$ cat src/rtl/psum_drain_ctrl.sv
// psum_drain_ctrl: drains one row of partial sums from a cluster psum GLB
// read port and presents it as a valid/ready stream with backpressure.
// Read issue is credit-based, so the 2-entry return FIFO can never overflow.
// Optional build macro PSUM_RELU_EN: negative words (MSB set) are output as 0.
//
// state | meaning
// IDLE  | waiting for drain_start
// READ  | issuing X_dim GLB reads as credit allows
// FLUSH | all reads issued, waiting for in-flight data and FIFO to empty
// DONE  | one-cycle drain_done pulse, busy low
module psum_drain_ctrl #(
  parameter int DATA_BITWIDTH  = 16,
  parameter int ADDR_BITWIDTH  = 10,
  parameter int X_dim          = 8,
  parameter int ROW_W          = 3,
  parameter int PSUM_LOAD_ADDR = 0
) (
  input  logic                     clk,
  input  logic                     reset_n,
  input  logic                     drain_start,
  input  logic [ROW_W-1:0]         row_idx,
  output logic                     r_req_psum,
  output logic [ADDR_BITWIDTH-1:0] r_addr_psum,
  input  logic [DATA_BITWIDTH-1:0] r_data_psum,
  output logic                     out_valid,
  input  logic                     out_ready,
  output logic [DATA_BITWIDTH-1:0] out_data,
  output logic                     out_last,
  output logic                     busy,
  output logic                     drain_done,
  output logic                     start_err
);

  localparam int CNT_W = $clog2(X_dim + 1);
  localparam logic [CNT_W-1:0] LAST_IDX = CNT_W'(X_dim - 1);

  typedef enum logic [1:0] {IDLE, READ, FLUSH, DONE} state_t;

  state_t state, state_next;

  logic [ADDR_BITWIDTH-1:0] base;
  logic [ADDR_BITWIDTH-1:0] row_base;
  logic [CNT_W-1:0]         issue_cnt;
  logic [CNT_W-1:0]         elem_cnt;
  logic                     inflight;

  logic [DATA_BITWIDTH-1:0] fifo_data [2];
  logic [1:0]               fifo_last;
  logic                     wr_ptr;
  logic                     rd_ptr;
  logic [1:0]               fifo_count;

  logic                     issue;
  logic                     start_ok;
  logic                     push;
  logic                     pop;
  logic                     credit;
  logic [1:0]               occ_after;
  logic [DATA_BITWIDTH-1:0] head;
  logic [DATA_BITWIDTH-1:0] shaped;

  // Row base address wraps naturally into the GLB address space.
  assign row_base = ADDR_BITWIDTH'(PSUM_LOAD_ADDR + int'(row_idx) * X_dim);

  assign push      = inflight;
  assign out_valid = (fifo_count != 2'd0);
  assign pop       = out_valid & out_ready;

  // A word accepted this cycle returns its credit immediately; this keeps
  // the 1-cycle GLB loop at full rate with only two FIFO slots.
  assign occ_after = fifo_count - {1'b0, pop};
  assign credit    = (occ_after == 2'd0) || ((occ_after == 2'd1) && !inflight);

  assign r_req_psum  = issue;
  assign r_addr_psum = issue ? (base + ADDR_BITWIDTH'(issue_cnt)) : '0;

  // State register.
  always_ff @(posedge clk or negedge reset_n) begin
    if (!reset_n) state <= IDLE;
    else          state <= state_next;
  end

  // Next-state decode and per-state outputs.
  always_comb begin
    state_next = state;
    issue      = 1'b0;
    busy       = 1'b0;
    drain_done = 1'b0;
    start_ok   = 1'b0;
    case (state)
      IDLE: begin
        if (drain_start) begin
          start_ok   = 1'b1;
          state_next = READ;
        end
      end
      READ: begin
        busy = 1'b1;
        if (credit) begin
          issue = 1'b1;
          if (issue_cnt == LAST_IDX) state_next = FLUSH;
        end
      end
      FLUSH: begin
        busy = 1'b1;
        if (!inflight && (occ_after == 2'd0)) state_next = DONE;
      end
      DONE: begin
        drain_done = 1'b1;
        state_next = IDLE;
      end
      default: state_next = IDLE;
    endcase
  end

  // Row base, issue/element counters, in-flight flag and sticky start error.
  always_ff @(posedge clk or negedge reset_n) begin
    if (!reset_n) begin
      base      <= '0;
      issue_cnt <= '0;
      elem_cnt  <= '0;
      inflight  <= 1'b0;
      start_err <= 1'b0;
    end else begin
      inflight <= issue;
      if (drain_start && (state != IDLE)) start_err <= 1'b1;
      if (start_ok) begin
        base      <= row_base;
        issue_cnt <= '0;
        elem_cnt  <= '0;
      end else begin
        if (issue) issue_cnt <= issue_cnt + 1'b1;
        if (push)  elem_cnt  <= elem_cnt + 1'b1;
      end
    end
  end

  // Two-entry return FIFO; each entry carries its last-of-row flag.
  always_ff @(posedge clk or negedge reset_n) begin
    if (!reset_n) begin
      fifo_data[0] <= '0;
      fifo_data[1] <= '0;
      fifo_last    <= '0;
      wr_ptr       <= 1'b0;
      rd_ptr       <= 1'b0;
      fifo_count   <= '0;
    end else begin
      if (push) begin
        fifo_data[wr_ptr] <= r_data_psum;
        fifo_last[wr_ptr] <= (elem_cnt == LAST_IDX);
        wr_ptr            <= ~wr_ptr;
      end
      if (pop) rd_ptr <= ~rd_ptr;
      case ({push, pop})
        2'b10:   fifo_count <= fifo_count + 2'd1;
        2'b01:   fifo_count <= fifo_count - 2'd1;
        default: fifo_count <= fifo_count;
      endcase
    end
  end

  // Output word shaping from the FIFO head.
  always_comb begin
    head = fifo_data[rd_ptr];
`ifdef PSUM_RELU_EN
    if (head[DATA_BITWIDTH-1]) shaped = '0;
    else                       shaped = head;
`else
    shaped = head;
`endif
  end

  assign out_data = out_valid ? shaped : '0;
  assign out_last = out_valid & fifo_last[rd_ptr];

endmodule

$ cat config.mk
export PLATFORM = sky130hd
export DESIGN_NAME = psum_drain_ctrl
export DESIGN_NICKNAME = d
export VERILOG_FILES = /design/src/rtl/psum_drain_ctrl.sv
export SDC_FILE = /design/constraint.sdc
export NUM_CORES = 1
export LEC_CHECK = 0
export CORE_MARGIN = 3
export CORE_UTILIZATION = 54
export DETAILED_ROUTE_END_ITERATION = 10
export HOLD_SLACK_MARGIN = 0.12
export PLACE_DENSITY = 0.84
export REMOVE_ABC_BUFFERS = 1
export SYNTH_ARGS = -nofsm -noshare
export SYNTH_HDL_FRONTEND = slang
export SYNTH_SLANG_ARGS = --single-unit
$ cat constraint.sdc
create_clock -name clk -period 3.55 [get_ports clk]
set_input_delay 1.065 -clock clk [delete_from_list [all_inputs] [get_ports clk]]
set_output_delay 1.065 -clock clk [all_outputs]
set_load 0.005 [all_outputs]
==> results of run 1 <==
repair_timing:
action / 4_1_cts / 5_1_grt
hold endpoints to repair: 0 / 0
gates resized for setup: 2 / 0
setup endpoints to repair: 7 / 0
routing by layer:
metal	track usage [%]	routed length, µm	up-vias	share of wire, %
met5	0	0	-	0
met4	4.74	49	0	1.0
met3	4.86	160	6	3.3
met2	31.5	2560	28	52
met1	25.9	2150	880	44
li1	-	-	816	-
worst paths after layout:
kind                               start  slack [ns]  depth (start not counted)             end
max in group asynchronous        reset_n        2.07                          2    issue_cnt[0]
setup reg to reg           fifo_count[0]        1.56                          4        state[1]
min in group asynchronous        reset_n        0.82                          1   fifo_data[26]
setup / recovery               out_ready        0.25                          4  r_addr_psum[6]
hold reg to reg             fifo_last[1]        0.49                          2    fifo_last[1]
hold / removal              fifo_last[1]        0.49                          2    fifo_last[1]
power breakdown:
| group | internal, mW | switching, mW | total, mW | leakage [nW] |
|---|---|---|---|---|
| Combinational | 0.790 | 0.507 | 1.30 | 0.751 |
| Sequential | 0.886 | 0.194 | 1.08 | 0.639 |
| Clock | 0.205 | 0.189 | 0.395 | 0.0540 |
placed cells by master, fill, tap and decap left out, types with 5 or more instances in the layout:
cell and n:
ha_1 8, dfrtp_1 53, buf_4 6, and2_1 7
xor2_1 5, inv_1 5, nor2_1 27, mux2i_1 20
clkbuf_8 5, xnor2_1 5, mux2_2 36, clkdlybuf4s50_1 49
nand2_1 5
registers in the layout, indices dropped and copies added (netlist names):
register and count:
fifo_data 32, elem_cnt 4, issue_cnt 4, base 3, fifo_count 2, fifo_last 2, state 2, inflight 1
rd_ptr 1, start_err 1, wr_ptr 1
kinds of logic (layout without fill, tap and decap cells):
logic type      count (synthesis)  count (layout)  share of synthesized area (%)
compound gates                 13              14                           3.80
xor+xnor                       10              10                           3.46
fa+ha+maj                       8               8                           3.95
buf+inv                        17              70                           3.31
flops                          53              53                           52.4
mux                            56              56                           23.9
other cells                     1               3                          0.148
simple gates                   48              48                           9.04
cell type report:
cell class              count  area [µm²]
repair buffers             58         569
clock buffers               5        68.8
multi-input cells         139        1150
inverters                   5        18.8
flip-flops and latches     53        1330
clock inverters             2        35.0
fillers                   330        1210
well taps                  52        65.1
through the flow:
step | std cells | setup WS (ns)
after global routing | 314 | 0.175
after CTS | 314 | 0.251
after detailed placement | 306 | -0.0867
after floorplan | 196 | 0.874
final | 314 | 0.250
after global placement | 306 | -0.0366
worst max-delay path, cell delays in order:
cell and delay, ns:
dlygate4sd2_1 0.27, o211a_4 0.26, and4_1 0.20, clkdlybuf4s50_1 0.44
==> results by group, run 1 <==
Outcome
  – Status: finished, final reports clean

Yosys
  – Post-synth EDFFs: 0
  – Synth area leaders: dfrtp_1, mux2_2, mux2i_1, nor2_1, ha_1
  – Largest area contributor in the netlist: dfrtp_1
  – Sequential area share after synthesis: 52.4%
  – Synth Area per Inst: ~12 µm²
  – Netlist cell types: 30
  – List of most frequent post-synthesis cells: dfrtp_1, mux2_2, nor2_1, mux2i_1, ha_1
  – Share of synthesized registers carrying an async set or reset: 100%
  – Cell Area, Synth: 0.00253 mm²
  – Synth Instances: about 210
  – Ys Warns: 0
  – Yosys reg bits: 53
  – Top FF cell, synth: dfrtp_1
  – Post-synth top area share: 52.4%
  – Most numerous cell in the Yosys netlist: dfrtp_1

Die
  – DIE AREA: 0.00555 mm²
  – Core footprint: 0.00444 mm²
  – Die span in x: 74.5 µm
  – Initial Util: 57.0%
  – Chip height: 74.5 µm
  – # IOs: 55
  – Cell Rows: 24

STA
  – Final setup vio count: 0
  – Worst-Margin Slew: 0.917 ns
  – Headroom to the max-slew limit: 38.6%
  – Final hold vios: 0
  – Max Slew Vio Count: 0
  – Setup TNS: 0 ns
  – Final Cycle Share: between 90% and 100%
  – Unrepaired setup endpoints after global routing: false
  – Max Fclk: 0.303 GHz
  – Tmin final: 3.30 ns
  – Hold WS: 0.488 ns
  – Final Skew: 0.00763 ns

Global routing
  – Vias in the first global route: 1,687
  – Global Route Usage Sum: 19.3%
  – Global route total overflow: 0
  – Largest net degree at the start of global routing: 36
  – Initial antenna violation count: 0
  – Global-route wire length before repair: 8090 µm

Cells and area
  – Final net count: roughly 300
  – Share of cells above drive strength 1: 21.0%
  – Post-route cell area: 0.00323 mm²
  – Antenna cell count: 0
  – Final core utilization: 72.7%
  – Area growth from synthesis to layout: 27.7%

Critical path
  – WS Path Type: input pin to output pin
  – Critical Path AT: approximately 2.2 ns
  – CP required: around 2.5 ns
  – Worst Setup End Kind: output pin
  – Max FO, Critical Path: 5
  – Startpoint types: input pin

Clocking
  – Clk buf depth: 2
  – Clock Latency Late Sink: around 0.3 ns
  – CTS Sinks: 53
  – TritonCTS buffer count: 5
  – Clock tree root driver cell: clkbuf_8
  – TritonCTS clock tree: yes
  – Post-CTS Setup Repair Bufs: 0
  – Cts hold-fix bufs: 0
  – H-tree levels: 2
  – Worst-path clk slew: 0.09 ns

Route
  – Post-DR vias/cell: between 5 and 6
  – Antenna-violating nets left: 0
  – Drt wl/cell: 15.7 µm
  – Drt pass-1 iters: 4
  – Final wirelength: 4920 µm
  – Routed vias: 1,730
  – First DRT Iteration DRCs: 106
  – Post-route DRC: 0

Placement
  – GPL Wtd Cong: 0.747
  – Post-DP HPWL: 3360 µm
  – Placed Area: 0.00311 mm²
  – Port Buf Inserts: 51

Run
  – Max cap viols: 0

Min path
  – Worst hold path class: flop to flop

Power and ir drop
  – VDD IR max: 0.399 mV
  – Total design power: 2.77 mW
  – Pwr dens: around 860 mW/mm²
  – Static leakage: 1.44 nW
No activity file was read; power rests on OpenSTA's default activity.
==> run 2, diff against run 1 <==
Settings changed: SKIP_LAST_GASP set to 1.
==> results of run 2 <==
Same layout as run 1: the final DEF is identical, and so are final timing and power.
==> run 3, diff against run 2 <==
Settings changed: CORE_UTILIZATION 54 to 50, PLACE_DENSITY 0.84 to 0.79.
Clock period 3.55 ns to 3.5 ns, I/O delays scaled along.
==> run 3 against run 2 <==
Worst hold slack gained 0.0026 ns. Highest routed layer unchanged. Critical path depth unchanged. Critical endpoint unchanged. Via count decreased by 3.0%. Routed wire length is 7.1% lower. Final area increased by 0.23%. Combinational power hardly changed. Final cell count increased by 5.1%.
==> results by group, run 3 (same netlist as run 1, synthesis figures left out) <==
STA
  – Worst-Margin Slew: 0.902 ns (-0.0153 ns)
  – Max Slew Vio Count: 0 (unchanged)
  – Final Cycle Share: 90.0%
  – Final setup vio count: 0 (unchanged)
  – Tmin final: about 3.2 ns
  – Hold WS: 0.490 ns (+0.00263 ns)
  – Max Fclk: 0.317 GHz
  – Final Skew: 0.00520 ns (-0.00243 ns)
  – Final WS setup: 0.349 ns (+0.0988 ns)
  – Unrepaired setup endpoints after global routing: false
  – Headroom to the max-slew limit: 39.6% (+1.0 points)
  – Final hold vios: 0 (unchanged)
  – Setup TNS: 0 ns (unchanged)

Global routing
  – Global-route wire length before repair: 7770 µm (-3.9%)
  – Global route total overflow: 0 (unchanged)
  – Global Route Usage Sum: 16.0% (-3.3 points)
  – Initial antenna violation count: 0 (unchanged)
  – Largest net degree at the start of global routing: 26 (-28%)
  – Vias in the first global route: 1,712 (+1.5%)

Power and ir drop
  – Pwr dens: 845 mW/mm² (-1.4%)
  – Static leakage: 1.45 nW (+0.24%)
  – Total design power: 2.74 mW (-1.2%)
  – VDD IR max: 0.446 mV (+12%)

Cells and area
  – Final net count: 293 (unchanged)
  – Post-route cell area: 0.00324 mm² (+0.23%)
  – Share of cells above drive strength 1: 21.3% (+0.30 points)
  – Largest Register: fifo_data
  – Area of the multi-input gates: 0.00115 mm² (unchanged)
  – Antenna cell count: 0 (unchanged)
  – Most frequent cells in the layout: dfrtp_1, clkdlybuf4s50_1, mux2_2
  – Max reg flops: 32 (unchanged)
  – Largest registers: fifo_data x32, elem_cnt x4, issue_cnt x4
  – Final core utilization: 67.3% (-5.5 points)
  – Area growth from synthesis to layout: 28.0%
  – Non-Filler Instances: 330 (+5.1%)
  – FF/Latch Area: 0.00133 mm² (unchanged)
  – Filler cell count: 401 (+22%)
  – Leading cell type in the layout, fill and taps excluded: dfrtp_1

Placement
  – Port Buf Inserts: 51 (unchanged)
  – Placed Area: 0.00312 mm² (+0.20%)
  – Placed insts: 321 (+4.9%)
  – GPL Wtd Cong: 0.755 (+1.1%)
  – Post-DP HPWL: 3250 µm (-3.3%)
  – Post-Place Worst Slack: -0.0564 ns (+0.0303 ns)

Die
  – DIE AREA: 0.00595 mm² (+7.3%)
  – Core footprint: 0.00482 mm² (+8.4%)
  – Die span in x: 77.2 µm (+3.6%)
  – Initial Util: 52.6% (-4.4 points)
  – Cell Rows: 25 (+4.2%)
  – # IOs: 55 (unchanged)
  – Chip height: 77.2 µm (+3.6%)

Route
  – Routed met2 length: 2270 µm (-11%)
  – WL met1: 2110 µm (-2.2%)
  – Drt pass-1 iters: 4 (unchanged)
  – First DRT Iteration DRCs: 87 (-18%)
  – Drt wl/cell: 13.8 µm (-12%)
  – Highest routed metal layer: met4
  – Met3 WL: 168 µm (+5.0%)
  – Post-route DRC: 0 (unchanged)
  – Post-DR vias/cell: 5.08 (-7.7%)
  – Routed vias: 1,678 (-3.0%)
  – Final wirelength: 4570 µm (-7.1%)
  – Antenna-violating nets left: 0 (unchanged)

Clocking
  – TritonCTS clock tree: yes
  – Clock tree root driver cell: clkbuf_8
  – H-tree levels: 2 (unchanged)
  – TritonCTS buffer count: 5 (unchanged)
  – Clk buf depth: 2 (unchanged)
  – Clock Latency Late Sink: 0.29 ns (about the same)
  – Cts hold-fix bufs: 0 (unchanged)
  – Worst-path clk slew: 0.09 ns (about the same)
  – CTS Sinks: 53 (unchanged)

Critical path
  – WS Path Type: flop to output pin
  – Critical Path AT: 2.10 ns (-0.13 ns)
  – CP required: 2.45 ns (-0.03 ns)
  – Startpoint types: flop
  – Worst Setup End Kind: output pin
  – Max FO, Critical Path: 6 (+1)

Run
  – Max cap viols: 0 (unchanged)

Outcome
  – Status: finished, final reports clean

Min path
  – Worst hold path class: flop to flop
==> run 3: changes by cell type in the layout (fill, tap and decap cells not counted), sizes merged <==
| cell | change |
|---|---|
| bufinv | -1 |
| dlymetal6s2s | +1 |
| dlygate4sd2 | -1 |
| clkbuf | +2 |
==> run 3: worst max-delay path: stages (launching register included) <==
cell             delay (ns)
dfrtp_1                0.43
a21oi_1                0.43
o211a_4                0.26
and4_1                 0.19
clkdlybuf4s50_1        0.49
==> run 3: layout make-up <==
class | instances | area share, %
multi-input cells | 139 | 35.5
repair buffers | 58 | 17.3
clock buffers | 7 | 2.97
clock inverters | 1 | 0.154
inverters | 5 | 0.579
flip-flops and latches | 53 | 40.9
well taps | 67 | 2.59
==> run 3: power breakdown <==
group / leakage [nW] / switching, mW / internal (mW)
Combinational: 0.754 / 0.509 / 0.786
Clock: 0.0542 / 0.180 / 0.179
Sequential: 0.639 / 0.185 / 0.899
Total: 1.45 / 0.875 / 1.86
==> run 3: what timing repair did <==
item | CTS | global route
endpoints found under the setup margin | 1 | 3
pin swaps | 0 | 1
setup buffers | 0 | 0
cloned | 0 | 1
gates resized for setup | 1 | 1
==> run 3: path summary, 6_finish.rpt <==
path | start | endpoint | slack (ns) | cells after the start
hold reg to reg | start_err | start_err | 0.49 | 1
hold / removal | start_err | start_err | 0.49 | 1
min in group asynchronous | reset_n | state[1] | 0.63 | 1
max in group asynchronous | reset_n | fifo_data[7] | 2.26 | 2
setup reg to reg | fifo_count[0] | state[1] | 1.56 | 4
setup / recovery | fifo_count[1] | r_addr_psum[6] | 0.35 | 4
==> run 3: routing by layer <==
| metal | GRT usage, % | vias up |
|---|---|---|
| li1 | - | 816 |
| met1 | 21.2 | 823 |
| met2 | 26.9 | 37 |
| met4 | 4.09 | 0 |
| met3 | 3.17 | 2 |
| met5 | 0 | - |
